## config.mk

```make
export PLATFORM = sky130hd
export DESIGN_NAME = nonce_queue_flat
export DESIGN_NICKNAME = d
export VERILOG_FILES = /design/src/rtl/miner_pkg.sv /design/src/rtl/nonce_queue_if.sv /design/src/rtl/nonce_fifo.sv /design/src/rtl/nonce_queue.sv /design/src/flat_wrapper.sv
export SDC_FILE = /design/constraint.sdc
export NUM_CORES = 1
export LEC_CHECK = 0
export BUFFER_PORTS_ARGS = -buffer_cell sky130_fd_sc_hd__buf_4
export CORE_MARGIN = 10
export CORE_UTILIZATION = 35
export CTS_BUF_LIST = sky130_fd_sc_hd__clkbuf_4 sky130_fd_sc_hd__clkbuf_8 sky130_fd_sc_hd__clkbuf_16
export DETAILED_ROUTE_END_ITERATION = 10
export GPL_TIMING_DRIVEN = 0
export PLACE_DENSITY = 0.53
export SLEW_MARGIN = 15
export SYNTH_ARGS = -nofsm -noshare
export SYNTH_HDL_FRONTEND = slang
export SYNTH_SLANG_ARGS = --single-unit
```

## constraint.sdc

```tcl
create_clock -name clk -period 9.6 [get_ports clk]
set_input_delay 1.92 -clock clk [delete_from_list [all_inputs] [get_ports clk]]
set_output_delay 1.92 -clock clk [all_outputs]
set_load 0.005 [all_outputs]
```

## src/rtl/miner_pkg.sv

```systemverilog
// Shared definitions for the miner comm-side blocks.
//   NONCE_W     : width of one golden-nonce word.
//   ACK_TIMEOUT : cycles the TX FSM waits for serial_busy to rise before
//                 treating the word as sent.
//   tx_state_e  : nonce_queue transmit FSM states.
package miner_pkg;

    localparam int unsigned NONCE_W     = 32;
    localparam int unsigned ACK_TIMEOUT = 4;

    typedef enum logic [1:0] {
        StIdle     = 2'd0,
        StSend     = 2'd1,
        StWaitAck  = 2'd2,
        StWaitDone = 2'd3
    } tx_state_e;

endpackage

```

## src/rtl/nonce_queue_if.sv

```systemverilog
// UART TX handshake between nonce_queue and serial_core.
//   serial_send  : one-cycle transmit request (queue -> UART)
//   golden_nonce : word to transmit, stable until the UART finishes
//   serial_busy  : UART transmitter busy (UART -> queue)
// master = nonce_queue side, slave = UART side.
interface nonce_queue_if;
    import miner_pkg::*;

    logic               serial_send;
    logic               serial_busy;
    logic [NONCE_W-1:0] golden_nonce;

    modport master (output serial_send, output golden_nonce, input serial_busy);
    modport slave  (input serial_send, input golden_nonce, output serial_busy);
endinterface

```

## src/rtl/nonce_fifo.sv

```systemverilog
// Circular FIFO of nonce words with a registered read port.
// Ports:
//   clk, reset_n : clock, synchronous active-low reset
//   clr          : empties the FIFO (pointers and count) in one cycle
//   wr_en/wr_data: push; ignored when full unless a pop happens the same cycle
//   rd_en        : pop; rd_data is loaded at the clock edge and then held
//   full, empty  : occupancy flags; count : current occupancy
module nonce_fifo
    import miner_pkg::*;
#(
    parameter int unsigned DEPTH     = 8,
    parameter int unsigned ADDR_BITS = 3
) (
    input  logic                 clk,
    input  logic                 reset_n,
    input  logic                 clr,
    input  logic                 wr_en,
    input  logic [NONCE_W-1:0]   wr_data,
    input  logic                 rd_en,
    output logic [NONCE_W-1:0]   rd_data,
    output logic                 full,
    output logic                 empty,
    output logic [ADDR_BITS:0]   count
);

    localparam logic [ADDR_BITS:0] FULL_COUNT = (ADDR_BITS + 1)'(DEPTH);

    logic [NONCE_W-1:0]   mem [DEPTH];
    logic [ADDR_BITS-1:0] wr_ptr_q, rd_ptr_q;
    logic [ADDR_BITS:0]   count_q;
    logic [NONCE_W-1:0]   rd_data_q;
    logic                 do_wr, do_rd;

    assign full  = (count_q == FULL_COUNT);
    assign empty = (count_q == '0);
    assign count = count_q;
    assign rd_data = rd_data_q;

    assign do_rd = rd_en & ~clr & ~empty;
    assign do_wr = wr_en & ~clr & (~full | do_rd);

    always_ff @(posedge clk) begin
        if (!reset_n) begin
            wr_ptr_q  <= '0;
            rd_ptr_q  <= '0;
            count_q   <= '0;
            rd_data_q <= '0;
        end else if (clr) begin
            wr_ptr_q <= '0;
            rd_ptr_q <= '0;
            count_q  <= '0;
        end else begin
            if (do_wr) wr_ptr_q <= wr_ptr_q + ADDR_BITS'(1);
            if (do_rd) begin
                rd_ptr_q  <= rd_ptr_q + ADDR_BITS'(1);
                rd_data_q <= mem[rd_ptr_q];
            end
            if (do_wr && !do_rd)      count_q <= count_q + 1'b1;
            else if (!do_wr && do_rd) count_q <= count_q - 1'b1;
        end
    end

    always_ff @(posedge clk) begin
        if (do_wr) mem[wr_ptr_q] <= wr_data;
    end

endmodule

```

## src/rtl/nonce_queue.sv

```systemverilog
// Golden-nonce queue between the hashcore array and the UART transmitter.
// Each slave strobe is captured into a pending slot, slots are drained
// round-robin into a FIFO, and a small FSM feeds the UART one word at a time.
// Ports:
//   clk, reset_n  : comm clock, synchronous active-low reset
//   new_nonces    : per-slave one-cycle strobe
//   slave_nonces  : per-slave nonce, slave i at [32*i+31:32*i]
//   flush         : new work; empties queue and pending slots
//   tx            : UART handshake (serial_send, golden_nonce, serial_busy)
//   queue_count   : FIFO occupancy; overflow : sticky dropped-nonce flag
// Build option: NONCE_QUEUE_DEDUP_EN drops a winner equal to the last
// enqueued word (no overflow).
module nonce_queue
    import miner_pkg::*;
#(
    parameter int unsigned SLAVES    = 2,
    parameter int unsigned DEPTH     = 8,
    parameter int unsigned ADDR_BITS = 3
) (
    input  logic                        clk,
    input  logic                        reset_n,
    input  logic [SLAVES-1:0]           new_nonces,
    input  logic [NONCE_W*SLAVES-1:0]   slave_nonces,
    input  logic                        flush,
    nonce_queue_if.master               tx,
    output logic [ADDR_BITS:0]          queue_count,
    output logic                        overflow
);

    localparam int unsigned PTR_W = (SLAVES > 1) ? $clog2(SLAVES) : 1;
    localparam int unsigned ACK_W = $clog2(ACK_TIMEOUT);

    logic [SLAVES-1:0]              pend_flag_q, pend_flag_d;
    logic [SLAVES-1:0][NONCE_W-1:0] pend_data_q, pend_data_d;
    logic [PTR_W-1:0]               rr_ptr_q, rr_ptr_d, win_idx;
    logic                           overflow_q, overflow_d;
    logic                           win_found, enq, dup;
    logic [NONCE_W-1:0]             win_data, fifo_rd_data;
    logic                           fifo_rd, fifo_full, fifo_empty;
    tx_state_e                      state_q, state_d;
    logic [ACK_W-1:0]               ack_cnt_q, ack_cnt_d;
    int unsigned                    idx;

    // Round-robin search starting at the pointer.
    always_comb begin
        win_found = 1'b0;
        win_idx   = '0;
        idx       = 0;
        for (int unsigned i = 0; i < SLAVES; i++) begin
            idx = (32'(rr_ptr_q) + i) % SLAVES;
            if (!win_found && pend_flag_q[PTR_W'(idx)]) begin
                win_found = 1'b1;
                win_idx   = PTR_W'(idx);
            end
        end
    end

    assign win_data = pend_data_q[win_idx];
    assign enq      = win_found & ~fifo_full & ~flush;

`ifdef NONCE_QUEUE_DEDUP_EN
    logic               last_valid_q;
    logic [NONCE_W-1:0] last_q;

    assign dup = last_valid_q & (win_data == last_q);

    always_ff @(posedge clk) begin
        if (!reset_n) begin
            last_valid_q <= 1'b0;
            last_q       <= '0;
        end else if (flush) begin
            last_valid_q <= 1'b0;
        end else if (enq && !dup) begin
            last_valid_q <= 1'b1;
            last_q       <= win_data;
        end
    end
`else
    assign dup = 1'b0;
`endif

    // Slot update: a coincident strobe beats the enqueue clear, and only
    // counts as a drop when the old word was not taken this cycle.
    always_comb begin
        pend_flag_d = pend_flag_q;
        pend_data_d = pend_data_q;
        overflow_d  = overflow_q;
        rr_ptr_d    = rr_ptr_q;
        if (enq) begin
            rr_ptr_d = (32'(win_idx) == SLAVES - 1) ? '0 : win_idx + PTR_W'(1);
        end
        for (int unsigned s = 0; s < SLAVES; s++) begin
            if (flush) begin
                pend_flag_d[s] = 1'b0;
            end else if (new_nonces[s]) begin
                pend_flag_d[s] = 1'b1;
                pend_data_d[s] = slave_nonces[NONCE_W*s +: NONCE_W];
                if (pend_flag_q[s] && !(enq && 32'(win_idx) == s)) overflow_d = 1'b1;
            end else if (enq && 32'(win_idx) == s) begin
                pend_flag_d[s] = 1'b0;
            end
        end
    end

    // TX FSM next state.
    always_comb begin
        state_d   = state_q;
        ack_cnt_d = ack_cnt_q;
        fifo_rd   = 1'b0;
        unique case (state_q)
            StIdle: begin
                if (!fifo_empty && !tx.serial_busy && !flush) begin
                    fifo_rd = 1'b1;
                    state_d = StSend;
                end
            end
            StSend: begin
                state_d   = StWaitAck;
                ack_cnt_d = '0;
            end
            StWaitAck: begin
                if (tx.serial_busy) begin
                    state_d = StWaitDone;
                end else if (ack_cnt_q == ACK_W'(ACK_TIMEOUT - 1)) begin
                    state_d = StIdle;
                end else begin
                    ack_cnt_d = ack_cnt_q + 1'b1;
                end
            end
            StWaitDone: begin
                if (!tx.serial_busy) state_d = StIdle;
            end
            default: state_d = StIdle;
        endcase
    end

    always_ff @(posedge clk) begin
        if (!reset_n) begin
            pend_flag_q <= '0;
            pend_data_q <= '0;
            rr_ptr_q    <= '0;
            overflow_q  <= 1'b0;
            state_q     <= StIdle;
            ack_cnt_q   <= '0;
        end else begin
            pend_flag_q <= pend_flag_d;
            pend_data_q <= pend_data_d;
            rr_ptr_q    <= rr_ptr_d;
            overflow_q  <= overflow_d;
            state_q     <= state_d;
            ack_cnt_q   <= ack_cnt_d;
        end
    end

    nonce_fifo #(
        .DEPTH     (DEPTH),
        .ADDR_BITS (ADDR_BITS)
    ) u_fifo (
        .clk     (clk),
        .reset_n (reset_n),
        .clr     (flush),
        .wr_en   (enq & ~dup),
        .wr_data (win_data),
        .rd_en   (fifo_rd),
        .rd_data (fifo_rd_data),
        .full    (fifo_full),
        .empty   (fifo_empty),
        .count   (queue_count)
    );

    // golden_nonce is the FIFO read register: it only changes on a pop,
    // so it stays stable for the whole transmission and across a flush.
    assign tx.serial_send  = (state_q == StSend);
    assign tx.golden_nonce = fifo_rd_data;
    assign overflow        = overflow_q;

endmodule

```

## src/flat_wrapper.sv

```systemverilog
// flat-port wrapper written by rule: the top's interface ports become plain ports
module nonce_queue_flat import miner_pkg::*;
#(
    parameter int unsigned SLAVES    = 2,
    parameter int unsigned DEPTH     = 8,
    parameter int unsigned ADDR_BITS = 3
)
  (clk, reset_n, new_nonces, slave_nonces, flush, queue_count, overflow, tx_serial_send, tx_golden_nonce, tx_serial_busy);
  nonce_queue_if tx_i ();
  input  logic clk;
  input  logic reset_n;
  input  logic [SLAVES-1:0] new_nonces;
  input  logic [NONCE_W*SLAVES-1:0] slave_nonces;
  input  logic flush;
  output logic [ADDR_BITS:0] queue_count;
  output logic overflow;
  output wire logic [$bits(tx_i.serial_send)-1:0] tx_serial_send;
  output wire logic [$bits(tx_i.golden_nonce)-1:0] tx_golden_nonce;
  input wire logic [$bits(tx_i.serial_busy)-1:0] tx_serial_busy;
  assign tx_serial_send = tx_i.serial_send;
  assign tx_golden_nonce = tx_i.golden_nonce;
  assign tx_i.serial_busy = tx_serial_busy;
  nonce_queue #(.SLAVES(SLAVES), .DEPTH(DEPTH), .ADDR_BITS(ADDR_BITS)) u_core (.clk(clk), .reset_n(reset_n), .new_nonces(new_nonces), .slave_nonces(slave_nonces), .flush(flush), .tx(tx_i), .queue_count(queue_count), .overflow(overflow));
endmodule
```

==> metrics.txt, run 1 <==
# TYPE chip_impl_metric gauge
chip_impl_metric{name="iteration_0_drc_markers",unit=""} 691
chip_impl_metric{name="max_ir_drop_vdd",unit="V"} 0.000108
chip_impl_metric{name="antennaDiodeCount",unit=""} 0
chip_impl_metric{name="multi_input_comb_area",unit="um^2"} 3750
chip_impl_metric{name="cts_hold_buf",unit=""} 0
chip_impl_metric{name="timing.final.crit_share",unit="%"} 41.0
chip_impl_metric{name="critical_path.max_stage_delay",unit="ps"} 470
chip_impl_info{name="critical_path_s_most_frequent_cell",value="buf_4"} 1
chip_impl_metric{name="finish.instance_area",unit="um^2"} 17100
chip_impl_metric{name="power.total",unit="uW"} 3440
chip_impl_metric{name="die_w",unit="um"} 220
chip_impl_info{name="yosysTopAreaCell",value="edfxtp_1"} 1
chip_impl_metric{name="timing.final.ws_setup",unit="ps"} 5670
chip_impl_metric{name="global_route_total_usage_across_every_layer",unit="%"} 15.2
chip_impl_metric{name="place_inst",unit=""} 1571
chip_impl_metric{name="via_count_of_the_first_global_routing_pass",unit=""} 8436
chip_impl_info{name="cp_slowest_cell",value="nor3b_2"} 1
chip_impl_metric{name="routed_wire_length_per_instance",unit="um"} 22.4
chip_impl_metric{name="cts-buffers-inserted",unit=""} 41
chip_impl_info{name="ys_top_cells_by_count",value="edfxtp_1 (256), nand2_1 (135), dfxtp_1 (114)"} 1
chip_impl_metric{name="synth-seq-cells",unit=""} 370
chip_impl_metric{name="cts_num_sinks",unit=""} 370
chip_impl_metric{name="synthArstFlopShare",unit="%"} 0
chip_impl_metric{name="rows",unit=""} 73
chip_impl_metric{name="path_clk_slew",unit="ps"} 60
chip_impl_metric{name="drt-vias-per-instance",unit=""} 5.02
chip_impl_info{name="synth.top_cells.by_area",value="edfxtp_1 (55%), dfxtp_1 (16%), mux4_2 (10%)"} 1
chip_impl_metric{name="htreeDepth",unit=""} 2
chip_impl_metric{name="routedLengthMet1",unit="um"} 16400
chip_impl_metric{name="place_worst_setup_slack",unit="ps"} 5160
chip_impl_metric{name="place.port_buffers",unit=""} 106
chip_impl_metric{name="total_neg_setup_slack",unit="ps"} 0
chip_impl_metric{name="final_net_count",unit=""} 1166
chip_impl_info{name="clock_root_buffer",value="clkbuf_16"} 1
chip_impl_info{name="critical_path.cell_chain",value="buf_2 -> nor3_2 -> nand2b_1 -> nor3b_2 -> buf_4 -> buf_4 -> buf_6 -> buf_4"} 1
chip_impl_metric{name="drive_gt1_share",unit="%"} 30.6
chip_impl_metric{name="syn-instance-count",unit=""} 907
chip_impl_info{name="holdCritPathClass",value="reg2reg"} 1
chip_impl_info{name="cp_top_family",value="simple AND/OR/NAND/NOR gates"} 1
chip_impl_metric{name="maxSlewHeadroom",unit="%"} 40.2
chip_impl_metric{name="power_density",unit="nW/um^2"} 201
chip_impl_metric{name="grt_first_pass_wirelength",unit="um"} 54600
chip_impl_metric{name="timing.fmax",unit="GHz"} 0.254
chip_impl_metric{name="postRouteWirelength",unit="um"} 36800
chip_impl_metric{name="final_antenna_net_count",unit=""} 0
chip_impl_metric{name="mappedNetlistArea",unit="um^2"} 14000
chip_impl_info{name="synth.most_common_cell",value="edfxtp_1"} 1
chip_impl_metric{name="floorplan.initialDensity",unit="%"} 35.2
chip_impl_metric{name="gp_congestion",unit=""} 0.773
chip_impl_metric{name="seq_area",unit="um^2"} 9970
chip_impl_metric{name="total_leakage_power",unit="uW"} 0.00591
chip_impl_metric{name="synthToLayoutAreaGrowth",unit="%"} 22.7
chip_impl_info{name="timing_worst_setup_path_type",value="in2reg"} 1
chip_impl_metric{name="layout_skew",unit="ps"} 17.2
chip_impl_metric{name="met3_length",unit="um"} 2630
chip_impl_metric{name="hpwlAfterDp",unit="um"} 25400
chip_impl_metric{name="place_area",unit="um^2"} 15800
chip_impl_metric{name="yosysTopAreaCellShare",unit="%"} 55.0
chip_impl_metric{name="yosysWarnings",unit=""} 0
chip_impl_metric{name="grt_max_degree",unit=""} 19
chip_impl_metric{name="synth_edf_count",unit=""} 256
chip_impl_metric{name="cts_buffer_depth",unit=""} 3
chip_impl_metric{name="antenna_violations_before_repair",unit=""} 1
chip_impl_info{name="routed.top_layer",value="met5"} 1
chip_impl_metric{name="number_of_ports_placed_on_the_die_boundary",unit=""} 108
chip_impl_metric{name="synth_nets",unit=""} 984
chip_impl_metric{name="synth_area_per_cell",unit="um^2"} 15.4
chip_impl_metric{name="detailroute.via_count",unit=""} 8261
chip_impl_metric{name="die_h",unit="um"} 220
chip_impl_metric{name="path_buf_inv",unit=""} 5
chip_impl_metric{name="drc",unit=""} 0
chip_impl_metric{name="fill_cells",unit=""} 3619
chip_impl_metric{name="finalHoldViolCount",unit=""} 0
chip_impl_info{name="cts_tree",value="yes"} 1
chip_impl_info{name="critPathLaunchType",value="primary input"} 1
chip_impl_metric{name="max_slew.worst_pin.slew",unit="ps"} 896
chip_impl_metric{name="floorplan.core_area",unit="um^2"} 39600
chip_impl_metric{name="cts-resized-gates",unit=""} 0
chip_impl_info{name="ys.flop_type",value="edfxtp_1"} 1
chip_impl_info{name="run_status",value="finished clean"} 1
chip_impl_metric{name="postCtsSetupRepairBufs",unit=""} 0
chip_impl_metric{name="dr.pass1.iters",unit=""} 5
chip_impl_metric{name="stdcell_count",unit=""} 1647
chip_impl_metric{name="setup_viol",unit=""} 0
chip_impl_metric{name="critical_path_required",unit="ps"} 9830
chip_impl_metric{name="drv_slew",unit=""} 0
chip_impl_metric{name="detailed_routed_wire_length_on_met2",unit="um"} 17200
chip_impl_metric{name="finalWorstPathRequiredPeriod",unit="ps"} 3930
chip_impl_info{name="grt_setup_unrepaired",value="false"} 1
chip_impl_metric{name="crit_path_max_fanout",unit=""} 10
chip_impl_metric{name="timing.critical_path.arrival",unit="ps"} 4170
chip_impl_metric{name="synth.distinct_cells",unit=""} 46
chip_impl_metric{name="seq_area_frac_synth",unit="%"} 71.4
chip_impl_info{name="endpoint_kind",value="register"} 1
chip_impl_metric{name="insertion_delay",unit="ps"} 530
chip_impl_metric{name="gr-total-overflow",unit=""} 0
chip_impl_metric{name="maxCapViolations",unit=""} 0
chip_impl_metric{name="floorplan.die_area",unit="um^2"} 48300
==> path summary, 6_finish.rpt <==
| check | start | to | slack, ps | cells past startpoint |
|---|---|---|---|---|
| min reg2reg | u_core.pend_data_q[42] | u_core.pend_data_q[42] | 450 | 2 |
| min | u_core.pend_data_q[42] | u_core.pend_data_q[42] | 450 | 2 |
| max reg2reg | u_core.u_fifo.count[0] | u_core.u_fifo.mem[2][22] | 6570 | 8 |
| max | flush | u_core.u_fifo.mem[2][22] | 5670 | 8 |
==> flip-flops by register name, summed over array words and instances, names as in the netlist, 2 cells and up <==
register and count:
u_core.ack_cnt_q 2, u_core.u_fifo.rd_data 32, u_core.u_fifo.wr_ptr_q 3, u_core.u_fifo.rd_ptr_q 3, u_core.pend_data_q 64, u_core.u_fifo.mem 256
u_core.u_fifo.count 4, u_core.state_q 2, u_core.pend_flag_q 2
==> power by group <==
group          internal (uW)  total, uW  switching, uW
logic                   71.8        168           96.4
registers               1730       1750           15.1
clock network            914       1530            613
==> cells in the final DEF (no fill, tap or decap), types with 4 or more instances in the layout <==
cell type  netlist  final
edfxtp_1       256    256
nand2_1        135    135
buf_4            7    131
dfxtp_1        114    114
a21oi_1         73     73
mux4_2          64     64
nor2_1          55     53
clkbuf_16        0     43
mux2_2          33     33
o22ai_1         32     32
clkbuf_1        29     29
o21ai_1         28     28
buf_6            4     16
clkbuf_4         0     14
buf_2           11     11
clkinv_2         0      7
nand2b_1         6      6
ha_1             6      6
clkinv_1         0      6
nor2b_1          4      4
buf_1            4      4
nor3b_2          0      4
==> worst min-delay path, delay by kind of cell (launching register included) <==
family             cells  cell delay (ps)
AOI/OAI and AO/OA      1               50
DFF                    1              300
and+or+nand+nor        1               50
==> stage by stage <==
step | utilization [%] | hold slack [ps]
after floorplan | - | 433
final | 43.2 | 452
after detailed placement | 39.9 | 445
after global placement | 38.9 | 440
after global routing | 43.2 | 473
after CTS | 43.2 | 453
==> logic make-up after synthesis <==
group	count (synthesis)	synth area share, %
flops	370	71.4
simple gates	217	6.50
compound gates	149	5.89
mux	99	13.1
buf+inv	60	2.11
fa+ha+maj	7	0.681
xor+xnor	5	0.314
==> area by class of cell <==
cell class	instances	share of cell area [%]
Buffer	55	1.61
Clock buffer	60	7.13
Clock inverter	16	0.628
Inverter	5	0.109
Multi-Input combinational cell	477	21.9
Sequential cell	370	58.2
Tap cell	525	3.83
Timing Repair Buffer	139	6.66
==> layer usage <==
layer,global-route usage [%],up-vias
li1,-,3794
met1,20.9,4160
met2,24.1,257
met3,3.24,48
met4,4.02,2
met5,0,-
Power figures use the tool's default switching activity.
==> run 2, diff against run 1 <==
Settings changed: PLACE_DENSITY 0.53 to 0.55.
Clock period 9.6 ns to 3.33 ns, I/O delays scaled along.
==> run 2 against run 1 <==
Against the previous run:
- worst setup slack got worse by 5400 ps
- combinational power rose to 2.9 times the previous value
- final area rose by 0.18%
- core utilization rose by 0.079 points
- die area did not move
==> metrics.txt, run 2 (synthesized netlist as in run 1, its figures left out) <==
# TYPE chip_impl_metric gauge
chip_impl_metric{name="routed_wire_length_per_instance",unit="um"} 21.9
chip_impl_info{name="cts_tree",value="yes"} 1
chip_impl_metric{name="finalHoldViolCount",unit=""} 0
chip_impl_metric{name="grt_max_degree",unit=""} 15
chip_impl_info{name="worstSetupEndpoint",value="u_core.u_fifo.count[3]"} 1
chip_impl_metric{name="number_of_ports_placed_on_the_die_boundary",unit=""} 108
chip_impl_metric{name="critical_path.max_stage_delay",unit="ps"} 620
chip_impl_metric{name="max_ir_drop_vdd",unit="V"} 0.000325
chip_impl_metric{name="stdcell_count",unit=""} 1635
chip_impl_metric{name="place.port_buffers",unit=""} 106
chip_impl_metric{name="power_density",unit="nW/um^2"} 580
chip_impl_info{name="layout.cells.most_common",value="edfxtp_1"} 1
chip_impl_metric{name="place_area",unit="um^2"} 15800
chip_impl_info{name="r2r_startpoint",value="u_core.u_fifo.count[0]"} 1
chip_impl_metric{name="global_route_total_usage_across_every_layer",unit="%"} 14.8
chip_impl_metric{name="gr-total-overflow",unit=""} 0
chip_impl_metric{name="die_w",unit="um"} 220
chip_impl_metric{name="final_antenna_net_count",unit=""} 0
chip_impl_info{name="critical_path_s_most_frequent_cell",value="ha_1"} 1
chip_impl_metric{name="timing.final.crit_share",unit="%"} 91.5
chip_impl_metric{name="power.total",unit="uW"} 9960
chip_impl_metric{name="cts-buffers-inserted",unit=""} 40
chip_impl_info{name="critical_path.cell_chain",value="or4_4 -> and2_1 -> buf_6 -> inv_2 -> ha_1 -> inv_1 -> ha_1 -> a21oi_1 -> a211oi_1 -> a31oi_1 -> mux2_2"} 1
chip_impl_metric{name="floorplan.initialDensity",unit="%"} 35.2
chip_impl_metric{name="rows",unit=""} 73
chip_impl_metric{name="cts_num_sinks",unit=""} 370
chip_impl_metric{name="crit_path_max_fanout",unit=""} 8
chip_impl_metric{name="setup_viol",unit=""} 0
chip_impl_metric{name="floorplan.core_area",unit="um^2"} 39600
chip_impl_metric{name="critical_path_depth_in_cells",unit=""} 11
chip_impl_metric{name="worst-r2r-cell-count",unit=""} 11
chip_impl_metric{name="drc",unit=""} 0
chip_impl_metric{name="cts-resized-gates",unit=""} 0
chip_impl_metric{name="postCtsSetupRepairBufs",unit=""} 0
chip_impl_metric{name="antenna_violations_before_repair",unit=""} 0
chip_impl_metric{name="cts_buffer_depth",unit=""} 3
chip_impl_metric{name="path_buf_inv",unit=""} 3
chip_impl_info{name="registers.top_by_ff_count",value="u_core.u_fifo.mem"} 1
chip_impl_metric{name="insertion_delay",unit="ps"} 520
chip_impl_metric{name="path_clk_slew",unit="ps"} 60
chip_impl_metric{name="layout_skew",unit="ps"} 13.8
chip_impl_metric{name="total_leakage_power",unit="uW"} 0.00588
chip_impl_info{name="cp_top_family",value="simple AND/OR/NAND/NOR gates"} 1
chip_impl_metric{name="max_slew.worst_pin.slew",unit="ps"} 1010
chip_impl_metric{name="die_h",unit="um"} 220
chip_impl_metric{name="timing.critical_path.arrival",unit="ps"} 3450
chip_impl_info{name="holdCritPathClass",value="in2reg"} 1
chip_impl_info{name="clock_root_buffer",value="clkbuf_16"} 1
chip_impl_metric{name="antennaDiodeCount",unit=""} 0
chip_impl_info{name="critPathLaunchType",value="register"} 1
chip_impl_metric{name="seq_area",unit="um^2"} 9970
chip_impl_metric{name="gp_congestion",unit=""} 0.751
chip_impl_metric{name="timing.fmax",unit="GHz"} 0.328
chip_impl_metric{name="drv_slew",unit=""} 0
chip_impl_metric{name="critical_path_required",unit="ps"} 3730
chip_impl_info{name="reg2reg_to",value="u_core.u_fifo.count[3]"} 1
chip_impl_metric{name="cts_hold_buf",unit=""} 0
chip_impl_metric{name="iteration_0_drc_markers",unit=""} 763
chip_impl_info{name="grt_setup_unrepaired",value="false"} 1
chip_impl_info{name="timing.critical_path.from",value="u_core.u_fifo.count[0]"} 1
chip_impl_metric{name="floorplan.die_area",unit="um^2"} 48300
chip_impl_metric{name="final_net_count",unit=""} 1157
chip_impl_metric{name="htreeDepth",unit=""} 2
chip_impl_metric{name="postRouteWirelength",unit="um"} 35800
chip_impl_metric{name="flip_flop_count_of_the_largest_register_all_copies_and_words_added",unit=""} 256
chip_impl_metric{name="drive_gt1_share",unit="%"} 30.0
chip_impl_metric{name="dr.pass1.iters",unit=""} 5
chip_impl_metric{name="maxSlewHeadroom",unit="%"} 32.9
chip_impl_metric{name="finish.instance_area",unit="um^2"} 17200
chip_impl_metric{name="detailroute.via_count",unit=""} 8185
chip_impl_metric{name="r2r_slack",unit="ps"} 280
chip_impl_metric{name="synthToLayoutAreaGrowth",unit="%"} 22.9
chip_impl_metric{name="multi_input_comb_area",unit="um^2"} 3770
chip_impl_metric{name="final_util",unit="%"} 43.3
chip_impl_metric{name="hpwlAfterDp",unit="um"} 24800
chip_impl_info{name="endpoint_kind",value="register"} 1
chip_impl_metric{name="drt-vias-per-instance",unit=""} 5.01
chip_impl_info{name="cp_slowest_cell",value="or4_4"} 1
chip_impl_metric{name="grt_first_pass_wirelength",unit="um"} 53200
chip_impl_info{name="run_status",value="finished clean"} 1
chip_impl_metric{name="fill_cells",unit=""} 3656
chip_impl_metric{name="via_count_of_the_first_global_routing_pass",unit=""} 8184
chip_impl_metric{name="finalWorstPathRequiredPeriod",unit="ps"} 3050
chip_impl_metric{name="maxCapViolations",unit=""} 0
chip_impl_info{name="mostFrequentLayoutCells",value="edfxtp_1 (256), nand2_1 (135), buf_4 (123), dfxtp_1 (114), a21oi_1 (73)"} 1
chip_impl_metric{name="place_inst",unit=""} 1563
chip_impl_info{name="timing_worst_setup_path_type",value="reg2reg"} 1
run 2: where the power goes:
part / total (uW) / internal (uW) / switching, uW
clock: 4440 / 2740 / 1700
combinational: 484 / 206 / 278
sequential: 5030 / 4990 / 43.6
run 2: tightest hold or removal path: stages:
cell	delay (ps)
buf_4	110
nand2_1	40
a21oi_1	50
run 2: final cells by class:
cell class                 instances  area share (%)
buffer                            55            1.61
clock buffer                      55            6.73
clock inverter                    17            1.07
inverter                           5           0.109
multi-input combinational        477            21.9
sequential                       370            58.1
tap                              525            3.83
timing repair buffer             131            6.66
run 2: routing by layer:
metal  GRT usage (%)  vias up  wire (um)
met2            23.1      246      16400
li1                -     3773          -
met4            3.42        0        619
met5               0        -          0
met1            20.7     4124      16400
met3            3.07       42       2450
run 2: how the worst min path moves through the flow:
stage | start | endpoint | cells after the start
detailed placement | u_core.pend_data_q[22] | u_core.pend_data_q[22] | 2
CTS | slave_nonces[36] | u_core.pend_data_q[36] | 3
floorplan | u_core.pend_data_q[0] | u_core.pend_data_q[0] | 2
finish | slave_nonces[46] | u_core.pend_data_q[46] | 3
global placement | u_core.pend_data_q[39] | u_core.pend_data_q[39] | 2
global route | slave_nonces[40] | u_core.pend_data_q[40] | 3
run 2: metrics by stage:
stage	setup WS [ps]	hold slack (ps)	TNS (ps)
after floorplan	-905	433	-79290
after global placement	-3920	440	-585790
after detailed placement	43.3	445	0
after CTS	236	383	0
after global routing	60.4	390	0
final	282	398	0
